### src/rtl/popcount_neuron_seq.sv
// Ternary neuron sequencer: time-shares one external 24-input popcount over NCHUNK chunks.
// Optional macro POPCNT_SKIP_ZERO_EN skips steps whose selected mask chunk is all-zero.
module popcount_neuron_seq #(
    parameter int NCHUNK = 4,
    parameter int ACC_W  = 8
) (
    input  logic                   clk,
    input  logic                   rst,
    input  logic                   in_valid,
    output logic                   in_ready,
    input  logic [NCHUNK*24-1:0]   in_x,
    input  logic [NCHUNK*24-1:0]   in_wpos,
    input  logic [NCHUNK*24-1:0]   in_wneg,
    input  logic [ACC_W-1:0]       in_thr,
    output logic [23:0]            pc_in,
    output logic                   pc_en,
    input  logic [4:0]             pc_out,
    output logic                   out_valid,
    input  logic                   out_ready,
    output logic [ACC_W-1:0]       out_sum,
    output logic                   out_act
);
    localparam int NSTEP = 2 * NCHUNK;
    localparam int SW    = $clog2(NSTEP + 1);

    typedef enum logic [1:0] {IDLE, RUN, DONE} state_t;

    state_t               state, state_nx;
    logic [NCHUNK*24-1:0] x_r, wpos_r, wneg_r;
    logic [ACC_W-1:0]     thr_r, acc, acc_nx, pc_ext;
    logic [SW-1:0]        step, step_nx, step_first;
    logic                 last;
    logic [23:0]          x_k, m_k;

`ifdef POPCNT_SKIP_ZERO_EN
    // Lowest step index >= from whose selected mask chunk is nonzero; NSTEP if none.
    function automatic logic [SW-1:0] next_nz(input logic [NCHUNK*24-1:0] wp,
                                              input logic [NCHUNK*24-1:0] wn,
                                              input int unsigned from);
        logic [SW-1:0] r;
        logic          found;
        logic [23:0]   m;
        r     = SW'(NSTEP);
        found = 1'b0;
        for (int unsigned i = 0; i < NSTEP; i++) begin
            m = i[0] ? wn[24*(i/2) +: 24] : wp[24*(i/2) +: 24];
            if (!found && i >= from && m != '0) begin
                r     = SW'(i);
                found = 1'b1;
            end
        end
        return r;
    endfunction
`endif

    always_comb begin
        x_k = '0;
        m_k = '0;
        for (int unsigned k = 0; k < NCHUNK; k++) begin
            if (step[SW-1:1] == (SW-1)'(k)) begin
                x_k = x_r[24*k +: 24];
                m_k = step[0] ? wneg_r[24*k +: 24] : wpos_r[24*k +: 24];
            end
        end
    end

    // A RUN cycle with step==NSTEP (all masks zero) executes nothing.
    always_comb begin
        in_ready = (state == IDLE);
`ifdef POPCNT_SKIP_ZERO_EN
        pc_en      = (state == RUN) && (step != SW'(NSTEP));
        step_nx    = next_nz(wpos_r, wneg_r, {{(32-SW){1'b0}}, step} + 32'd1);
        step_first = next_nz(in_wpos, in_wneg, 32'd0);
        last       = (step_nx == SW'(NSTEP));
`else
        pc_en      = (state == RUN);
        step_nx    = step + SW'(1);
        step_first = '0;
        last       = (step == SW'(NSTEP - 1));
`endif
        pc_in  = pc_en ? (x_k & m_k) : '0;
        pc_ext = pc_en ? {{(ACC_W-5){1'b0}}, pc_out} : '0;
        acc_nx = step[0] ? (acc - pc_ext) : (acc + pc_ext);
    end

    always_comb begin
        state_nx = state;
        case (state)
            IDLE:    if (in_valid)  state_nx = RUN;
            RUN:     if (last)      state_nx = DONE;
            DONE:    if (out_ready) state_nx = IDLE;
            default:                state_nx = IDLE;
        endcase
    end

    always_ff @(posedge clk or posedge rst) begin
        if (rst) state <= IDLE;
        else     state <= state_nx;
    end

    always_ff @(posedge clk or posedge rst) begin
        if (rst) begin
            x_r       <= '0;
            wpos_r    <= '0;
            wneg_r    <= '0;
            thr_r     <= '0;
            acc       <= '0;
            step      <= '0;
            out_valid <= 1'b0;
            out_sum   <= '0;
            out_act   <= 1'b0;
        end else begin
            case (state)
                IDLE: if (in_valid) begin
                    x_r    <= in_x;
                    wpos_r <= in_wpos;
                    wneg_r <= in_wneg;
                    thr_r  <= in_thr;
                    acc    <= '0;
                    step   <= step_first;
                end
                RUN: begin
                    acc  <= acc_nx;
                    step <= step_nx;
                    if (last) begin
                        out_valid <= 1'b1;
                        out_sum   <= acc_nx;
                        out_act   <= ($signed(acc_nx) >= $signed(thr_r));
                    end
                end
                DONE: if (out_ready) out_valid <= 1'b0;
                default: ;
            endcase
        end
    end
endmodule

### config.mk
export PLATFORM = sky130hd
export DESIGN_NAME = popcount_neuron_seq
export DESIGN_NICKNAME = d
export VERILOG_FILES = /design/src/rtl/popcount_neuron_seq.sv
export SDC_FILE = /design/constraint.sdc
export NUM_CORES = 1
export LEC_CHECK = 0
export CAP_MARGIN = 20
export CORE_MARGIN = 3
export CORE_UTILIZATION = 35
export DETAILED_ROUTE_END_ITERATION = 7
export GPL_TIMING_DRIVEN = 0
export SYNTH_ARGS = -nofsm -noshare
export SYNTH_HDL_FRONTEND = slang
export SYNTH_SLANG_ARGS = --single-unit
export TNS_END_PERCENT = 5
### constraint.sdc
create_clock -name clk -period 15.2 [get_ports clk]
set_input_delay 3.04 -clock clk [delete_from_list [all_inputs] [get_ports clk]]
set_output_delay 3.04 -clock clk [all_outputs]
set_load 0.02 [all_outputs]
==> results_dict.tcl <==
set metrics [dict create \
    hold_buffers 0 \
    power_leakage_nw 8.17 \
    cts_inserted_buffers 38 \
    multi_input_area_sq_mm 0.00601 \
    maxCapViolCount 0 \
    ys_seq_area_share_pct 55.3 \
    min_from "acc[7]" \
    setup_viol 0 \
    synth_compound_area_share_pct 4.50 \
    track_usage_pct 20.9 \
    h-tree-depth 2 \
    synth_warnings 0 \
    timing.final.hold_violations 0 \
    p_switching_mw 1.50 \
    gr-total-overflow 0 \
    drv_slew 0 \
    synth-xor-area-share_pct 0.639 \
    fin_cells 2000 \
    worstMarginPinSlew_ns 0.768 \
    setup.worst_path.end_class "output pin" \
    grt_pass1_wl_um 68700 \
    crit_path_max_fanout 10 \
    whs_ns 0.491 \
    synth_area_sq_mm 0.0145 \
    seqPwrFrac_pct 34.9 \
    tritoncts "built" \
    synthesis.nets 1381 \
    fillers 3589 \
    dieArea_sq_mm 0.0439 \
    synth_mux_area_share_pct 30.2 \
    rsz0062_at_grt "no" \
    cts_setup_buffers 0 \
    layout-drive-gt1-share_pct 33.1 \
    peakVddDrop_mv 0.116 \
    coreArea_sq_mm 0.0403 \
    root_buffer "clkbuf_16" \
    required_ns 12.16 \
    ant_nets 0 \
    cts-resized-gates 0 \
    period_share_pct 43.0 \
    clk_pin_slew_ns 0.06 \
    internal_power_mw 2.83 \
    setup.worst_path.start "step[2]" \
    synth_cell_types 43 \
    clockBufferDepth 3 \
    max_slew_margin_pct 48.8 \
    syn_to_final_growth_pct 37.4 \
    max_freq_mhz 153 \
    arrival_ns 3.50 \
    seqCellArea_sq_mm 0.00801 \
    die-height_um 209 \
    p_sw_share_pct 34.7 \
    clock_sinks 320 \
    dr.pass1.iters 5 \
    synth-main-ff-cell "dfrtp_1" \
    die_w_um 209 \
    io_pins 341 \
    period_minus_slack_ns 6.54 \
    p_per_area_mw_per_mm2 217 \
    wl_per_cell_um 23.3 \
    async_reset_ff_share_pct 100 \
    regToRegStartpoint "state[1]" \
    comb_power_share_pct 43.8 \
    place_inst 1926 \
    vias_per_cell 5.07 \
    start_util_pct 36.0 \
    clk_latency_ns 0.55 \
    synth_seq_cells 320 \
    gp_congestion 0.822 \
    wirelength_um 46600 \
    critPathLaunchType "flop" \
    critPathKind "flop to output pin" \
    yosys.area_share.simple_pct 4.56 \
    post-route-drc-count 0 \
    synth_edf_count 0 \
    grt_start_max_net_pins 105 \
    synth_top_family_by_area "multiplexers" \
    num_rows 73 \
    status "finished, final reports clean" \
    portBuffers 340 \
    min_path_type "flop to flop" \
    netlist_instances 1058 \
    nets 1764 \
    finalClockSkew_ns 0.0229 \
    grt_pass1_vias 10800 \
    syn-mean-instance-area_sq_um 13.7 \
    antenna_found_initial 12 \
    hpwl_um 35200 \
    drt_iter0_drc 468 \
    num_vias 10100 \
    clockPowerShare_pct 21.3 \
    synth_fa_ha_area_share_pct 1.61 \
]
critical path, stage by stage, from the launching register on:
cell	delay [ns]
dfrtp_1	0.46
nor3_2	0.53
clkbuf_1	0.59
a32oi_1	0.43
a31oi_1	0.29
clkdlybuf4s50_1	0.65
Yosys cell counts, types with 4 or more instances:
cell type | number | area [sq um]
a21oi_1 | 8 | 40.0
a31oi_1 | 27 | 169
a32oi_1 | 24 | 210
buf_2 | 21 | 105
buf_4 | 30 | 225
buf_6 | 4 | 45.0
clkbuf_1 | 8 | 30.0
dfrtp_1 | 320 | 8010
ha_1 | 17 | 213
inv_1 | 17 | 63.8
mux2_2 | 365 | 4110
mux2i_1 | 26 | 260
nand2_1 | 34 | 128
nand3_1 | 49 | 245
nor2_1 | 38 | 143
o21ai_0 | 22 | 110
xnor2_1 | 5 | 43.8
power groups by stage:
| stage | logic, mW | clock network [mW] | registers [mW] |
|---|---|---|---|
| 3_3_place_gp | 1.87 | 0 | 1.51 |
| 6_report | 1.90 | 0.920 | 1.51 |
| 5_1_grt | 2.07 | 0.978 | 1.56 |
| 2_1_floorplan | 1.30 | 0 | 1.47 |
| 4_1_cts | 1.93 | 0.945 | 1.51 |
| 3_5_place_dp | 1.92 | 0 | 1.52 |
through the flow:
| stage | worst slack, ns | cell area, sq um | total power, mW | TNS [ns] | util, % |
|---|---|---|---|---|---|
| after detailed placement | 8.21 | 18600 | 3.44 | 0 | 46.3 |
| after CTS | 8.58 | 19900 | 4.38 | 0 | 49.4 |
| after global placement | -1.07 | 18600 | 3.38 | -333.91 | 46.1 |
| after floorplan | 3.30 | 14500 | 2.77 | 0 | - |
| final | 8.66 | 19900 | 4.33 | 0 | 49.4 |
| after global routing | 8.46 | 19900 | 4.61 | 0 | 49.4 |
cell families (layout without fill, tap and decap cells):
group | Yosys count | count (layout)
and+or+nand+nor | 142 | 142
xor gates and xnor gates | 9 | 9
other | 0 | 6
DFF | 320 | 320
buffers and inverters | 82 | 493
adders and majority gates | 18 | 18
muxes | 391 | 391
AOI/OAI and AO/OA | 96 | 96
per-layer routing:
layer	vias up	routed length (um)	track usage, %
met2	288	22600	34.9
li1	4636	-	-
met5	-	73	0
met4	12	978	6.03
met1	5143	19600	26.3
met3	62	3370	6.22
layout by cell type, fill, tap and decap left out, types with 24 or more instances in the layout:
cell | netlist | routed
nand3_1 | 49 | 49
clkbuf_16 | 0 | 39
mux2i_1 | 26 | 26
mux2_2 | 365 | 365
dfrtp_1 | 320 | 320
clkdlybuf4s50_1 | 0 | 340
a31oi_1 | 27 | 27
a32oi_1 | 24 | 24
nor2_1 | 38 | 38
buf_4 | 30 | 30
nand2_1 | 34 | 34
worst paths after layout:
check,slack (ns),to,cells past startpoint
max,8.66,pc_in[6],5
min,0.49,acc[7],1
max reg2reg,10.40,out_act,19
min reg2reg,0.49,acc[7],1
max in group asynchronous,11.11,state[1],4
min in group asynchronous,2.91,wpos_r[63],2
registers in the layout, indices dropped and copies added, names as in the netlist:
name / flops
state: 2
thr_r: 8
wneg_r: 96
wpos_r: 96
out_sum: 8
out_act: 1
x_r: 96
out_valid: 1
step: 4
acc: 8
area by class of cell:
| class | count | area share, % |
|---|---|---|
| multi-input cells | 656 | 30.2 |
| clock buffers | 59 | 5.78 |
| repair buffers | 343 | 17.5 |
| clock inverters | 9 | 0.522 |
| diodes | 6 | 0.0754 |
| plain buffers | 64 | 2.05 |
| flip-flops and latches | 320 | 40.2 |
| well taps | 525 | 3.30 |
| inverters | 18 | 0.377 |
(Power assumes the default switching activity.)
==> edit: new RTL, same flow settings <==
The 3 states of `state_t` get a one-hot encoding in 3 bits.
--- a/src/rtl/popcount_neuron_seq.sv
+++ b/src/rtl/popcount_neuron_seq.sv
@@ -25,3 +25,3 @@
 
-    typedef enum logic [1:0] {IDLE, RUN, DONE} state_t;
+    typedef enum logic [2:0] {IDLE = 3'b001, RUN = 3'b010, DONE = 3'b100} state_t;
 
Formal check against the unedited RTL: no difference found for any inputs over 4 cycles, from zero or initial values and one cycle with rst high; so few cycles prove little.
==> edit against the original RTL <==
Sequential cell count grew 1; highest routed layer unchanged; largest power group unchanged; worst setup slack worse by 0.30 ns; core utilization is 0.62 points lower; design area increased by 0.78%; total power is 7.6% lower; clock skew down 0.013 ns; area after synthesis increased by 1.1%; routed wire length is 1.4% higher.
==> edit: results (changes against the original RTL) <==
{
  "vdd.ir_drop.worst": {"value": 92.8, "unit": "uV", "change": "was 116 uV"},
  "initial_drc_count": {"value": 445, "change": "was 468"},
  "fraction_of_final_layout_cells_sized_beyond_drive_strength_1": {"value": 30.9, "unit": "%", "change": "was 33.1%"},
  "dp_worst_setup_slack": {"value": 8.51, "unit": "ns", "change": "was 8.21 ns"},
  "use_met2": {"value": 35.0, "unit": "%", "change": "was 34.9%"},
  "routabilityCongestion": {"value": 0.807, "change": "was 0.822"},
  "nFillCells": {"value": 3712, "change": "was 3589"},
  "wl_met1": {"value": 20.5, "unit": "mm", "change": "was 19.6 mm"},
  "yosys-top-cells-count": {"value": "sky130_fd_sc_hd__mux2_2 (365), sky130_fd_sc_hd__dfrtp_1 (320), sky130_fd_sc_hd__nand2_1 (110), sky130_fd_sc_hd__nand3_1 (52), sky130_fd_sc_hd__o22ai_1 (27)", "change": "was sky130_fd_sc_hd__mux2_2 (365), sky130_fd_sc_hd__dfrtp_1 (320), sky130_fd_sc_hd__nand3_1 (49), sky130_fd_sc_hd__nor2_1 (38), sky130_fd_sc_hd__nand2_1 (34)"},
  "antenna_found_initial": {"value": 9, "change": "was 12"},
  "grt_util_met3": {"value": 5.96, "unit": "%", "change": "was 6.22%"},
  "yosys-top-cells-area": {"value": "sky130_fd_sc_hd__dfrtp_1 (55%), sky130_fd_sc_hd__mux2_2 (28%), sky130_fd_sc_hd__nand2_1 (2.8%)", "change": "was sky130_fd_sc_hd__dfrtp_1 (55%), sky130_fd_sc_hd__mux2_2 (28%), sky130_fd_sc_hd__mux2i_1 (1.8%)"},
  "min_to": {"value": "wneg_r[41]", "change": "was acc[7]"},
  "timing.reg2reg.worst_path_depth": {"value": 18, "change": "was 19"},
  "dr.pass1.iters": {"value": 4, "change": "was 5"},
  "ys_seq_area_share": {"value": 54.8, "unit": "%", "change": "was 55.3%"},
  "wl_met2": {"value": 22.7, "unit": "mm", "change": "was 22.6 mm"},
  "gr-usage-all-layers": {"value": 21.1, "unit": "%", "change": "was 20.9%"},
  "largest_net_degree_at_the_start_of_global_routing": {"value": 123, "change": "was 105"},
  "regToRegStartpoint": {"value": "state[2]", "change": "was state[1]"},
  "fin_worst_skew": {"value": 0.0103, "unit": "ns", "change": "was 0.0229 ns"},
  "rrSetupSlack": {"value": 10.49, "unit": "ns", "change": "was 10.40 ns"},
  "timing.critical_path.arrival": {"value": 3.80, "unit": "ns", "change": "was 3.50 ns"},
  "final_net_count": {"value": 1829, "change": "was 1764"},
  "first_global_vias": {"value": 11095, "change": "was 10774"},
  "outcome": {"value": "finished, final reports clean", "change": "unchanged"},
  "routed_wire_length_per_instance": {"value": 22.8, "unit": "um", "change": "was 23.3 um"},
  "grt.met1_usage": {"value": 27.4, "unit": "%", "change": "was 26.3%"},
  "hold_start": {"value": "wneg_r[41]", "change": "was acc[7]"},
  "static-leakage-power": {"value": 8.16, "unit": "nW", "change": "was 8.17 nW"},
  "hpwlAfterDp": {"value": 35.2, "unit": "mm", "change": "about the same"}
}
-- edit: changes by cell type after synthesis, moves of 3 or more --
| cell | before | now |
|---|---|---|
| sky130_fd_sc_hd__nand2_1 | 34 | 110 |
| sky130_fd_sc_hd__a32oi_1 | 24 | 0 |
| sky130_fd_sc_hd__o22ai_1 | 3 | 27 |
| sky130_fd_sc_hd__nor2_1 | 38 | 16 |
| sky130_fd_sc_hd__clkbuf_1 | 8 | 18 |
| sky130_fd_sc_hd__buf_4 | 30 | 23 |
| sky130_fd_sc_hd__buf_6 | 4 | 0 |
| sky130_fd_sc_hd__nor2b_1 | 3 | 7 |
| sky130_fd_sc_hd__buf_1 | 1 | 4 |
| sky130_fd_sc_hd__nand3_1 | 49 | 52 |
-- edit: metrics by stage --
stage	utilization (%)	setup TNS, ns	std cells	hold WS, ns	area (um2)
finish	48.8	0	2071	0.500	20100
global route	48.8	0	2070	0.513	20100
CTS	48.8	0	2067	0.503	20100
detailed placement	45.8	0	1998	0.489	18800
global placement	45.5	-388.53	1994	0.476	18700
floorplan	-	0	1122	0.475	14700
-- edit: worst max-delay path by stage --
stage / startpoint / endpoint / slack [ns] / depth (start not counted)
4_1_cts: step[1] / pc_in[22] / 8.26 / 6
3_5_place_dp: pc_out[0] / out_act / 8.51 / 15
2_1_floorplan: rst / acc[0] / 3.28 / 1
3_3_place_gp: rst / wneg_r[59] / -1.26 / 2
5_1_grt: step[1] / pc_in[22] / 8.18 / 6
6_report: step[1] / pc_in[21] / 8.36 / 6
-- edit: kinds of logic (layout without fill, tap and decap cells) --
logic type,after synthesis,in the layout,share of synthesized area (%)
AOI/OAI and AO/OA,101,101,4.30
buffers and inverters,84,497,2.93
xor gates and xnor gates,8,8,0.572
and+or+nand+nor,200,200,6.02
muxes,390,390,29.8
adders and majority gates,18,18,1.59
DFF,321,321,54.8
other,0,4,0
-- edit: critical path: stages (launching register included) --
cell and delay (ns):
sky130_fd_sc_hd__dfrtp_1 0.38, sky130_fd_sc_hd__buf_2 0.18, sky130_fd_sc_hd__nor3_1 0.82, sky130_fd_sc_hd__clkbuf_1 0.72, sky130_fd_sc_hd__nand3_1 0.16, sky130_fd_sc_hd__a31oi_1 0.28
sky130_fd_sc_hd__clkdlybuf4s50_1 0.71
-- edit: final cells by class --
type,count,area (um2),share of cell area [%]
flip-flops and latches,321,8030,40.0
multi-input cells,717,6190,30.8
repair buffers,344,3490,17.4
clock buffers,57,1080,5.39
well taps,532,666,3.32
plain buffers,67,365,1.82
clock inverters,12,156,0.779
inverters,17,71.3,0.355
diodes,4,10.0,0.0499
-- edit: where the power goes --
group / switching (mW) / leakage, nW / internal (mW)
logic: 0.744 / 3.77 / 0.859
clock network: 0.367 / 0.605 / 0.546
registers: 0.206 / 3.79 / 1.28
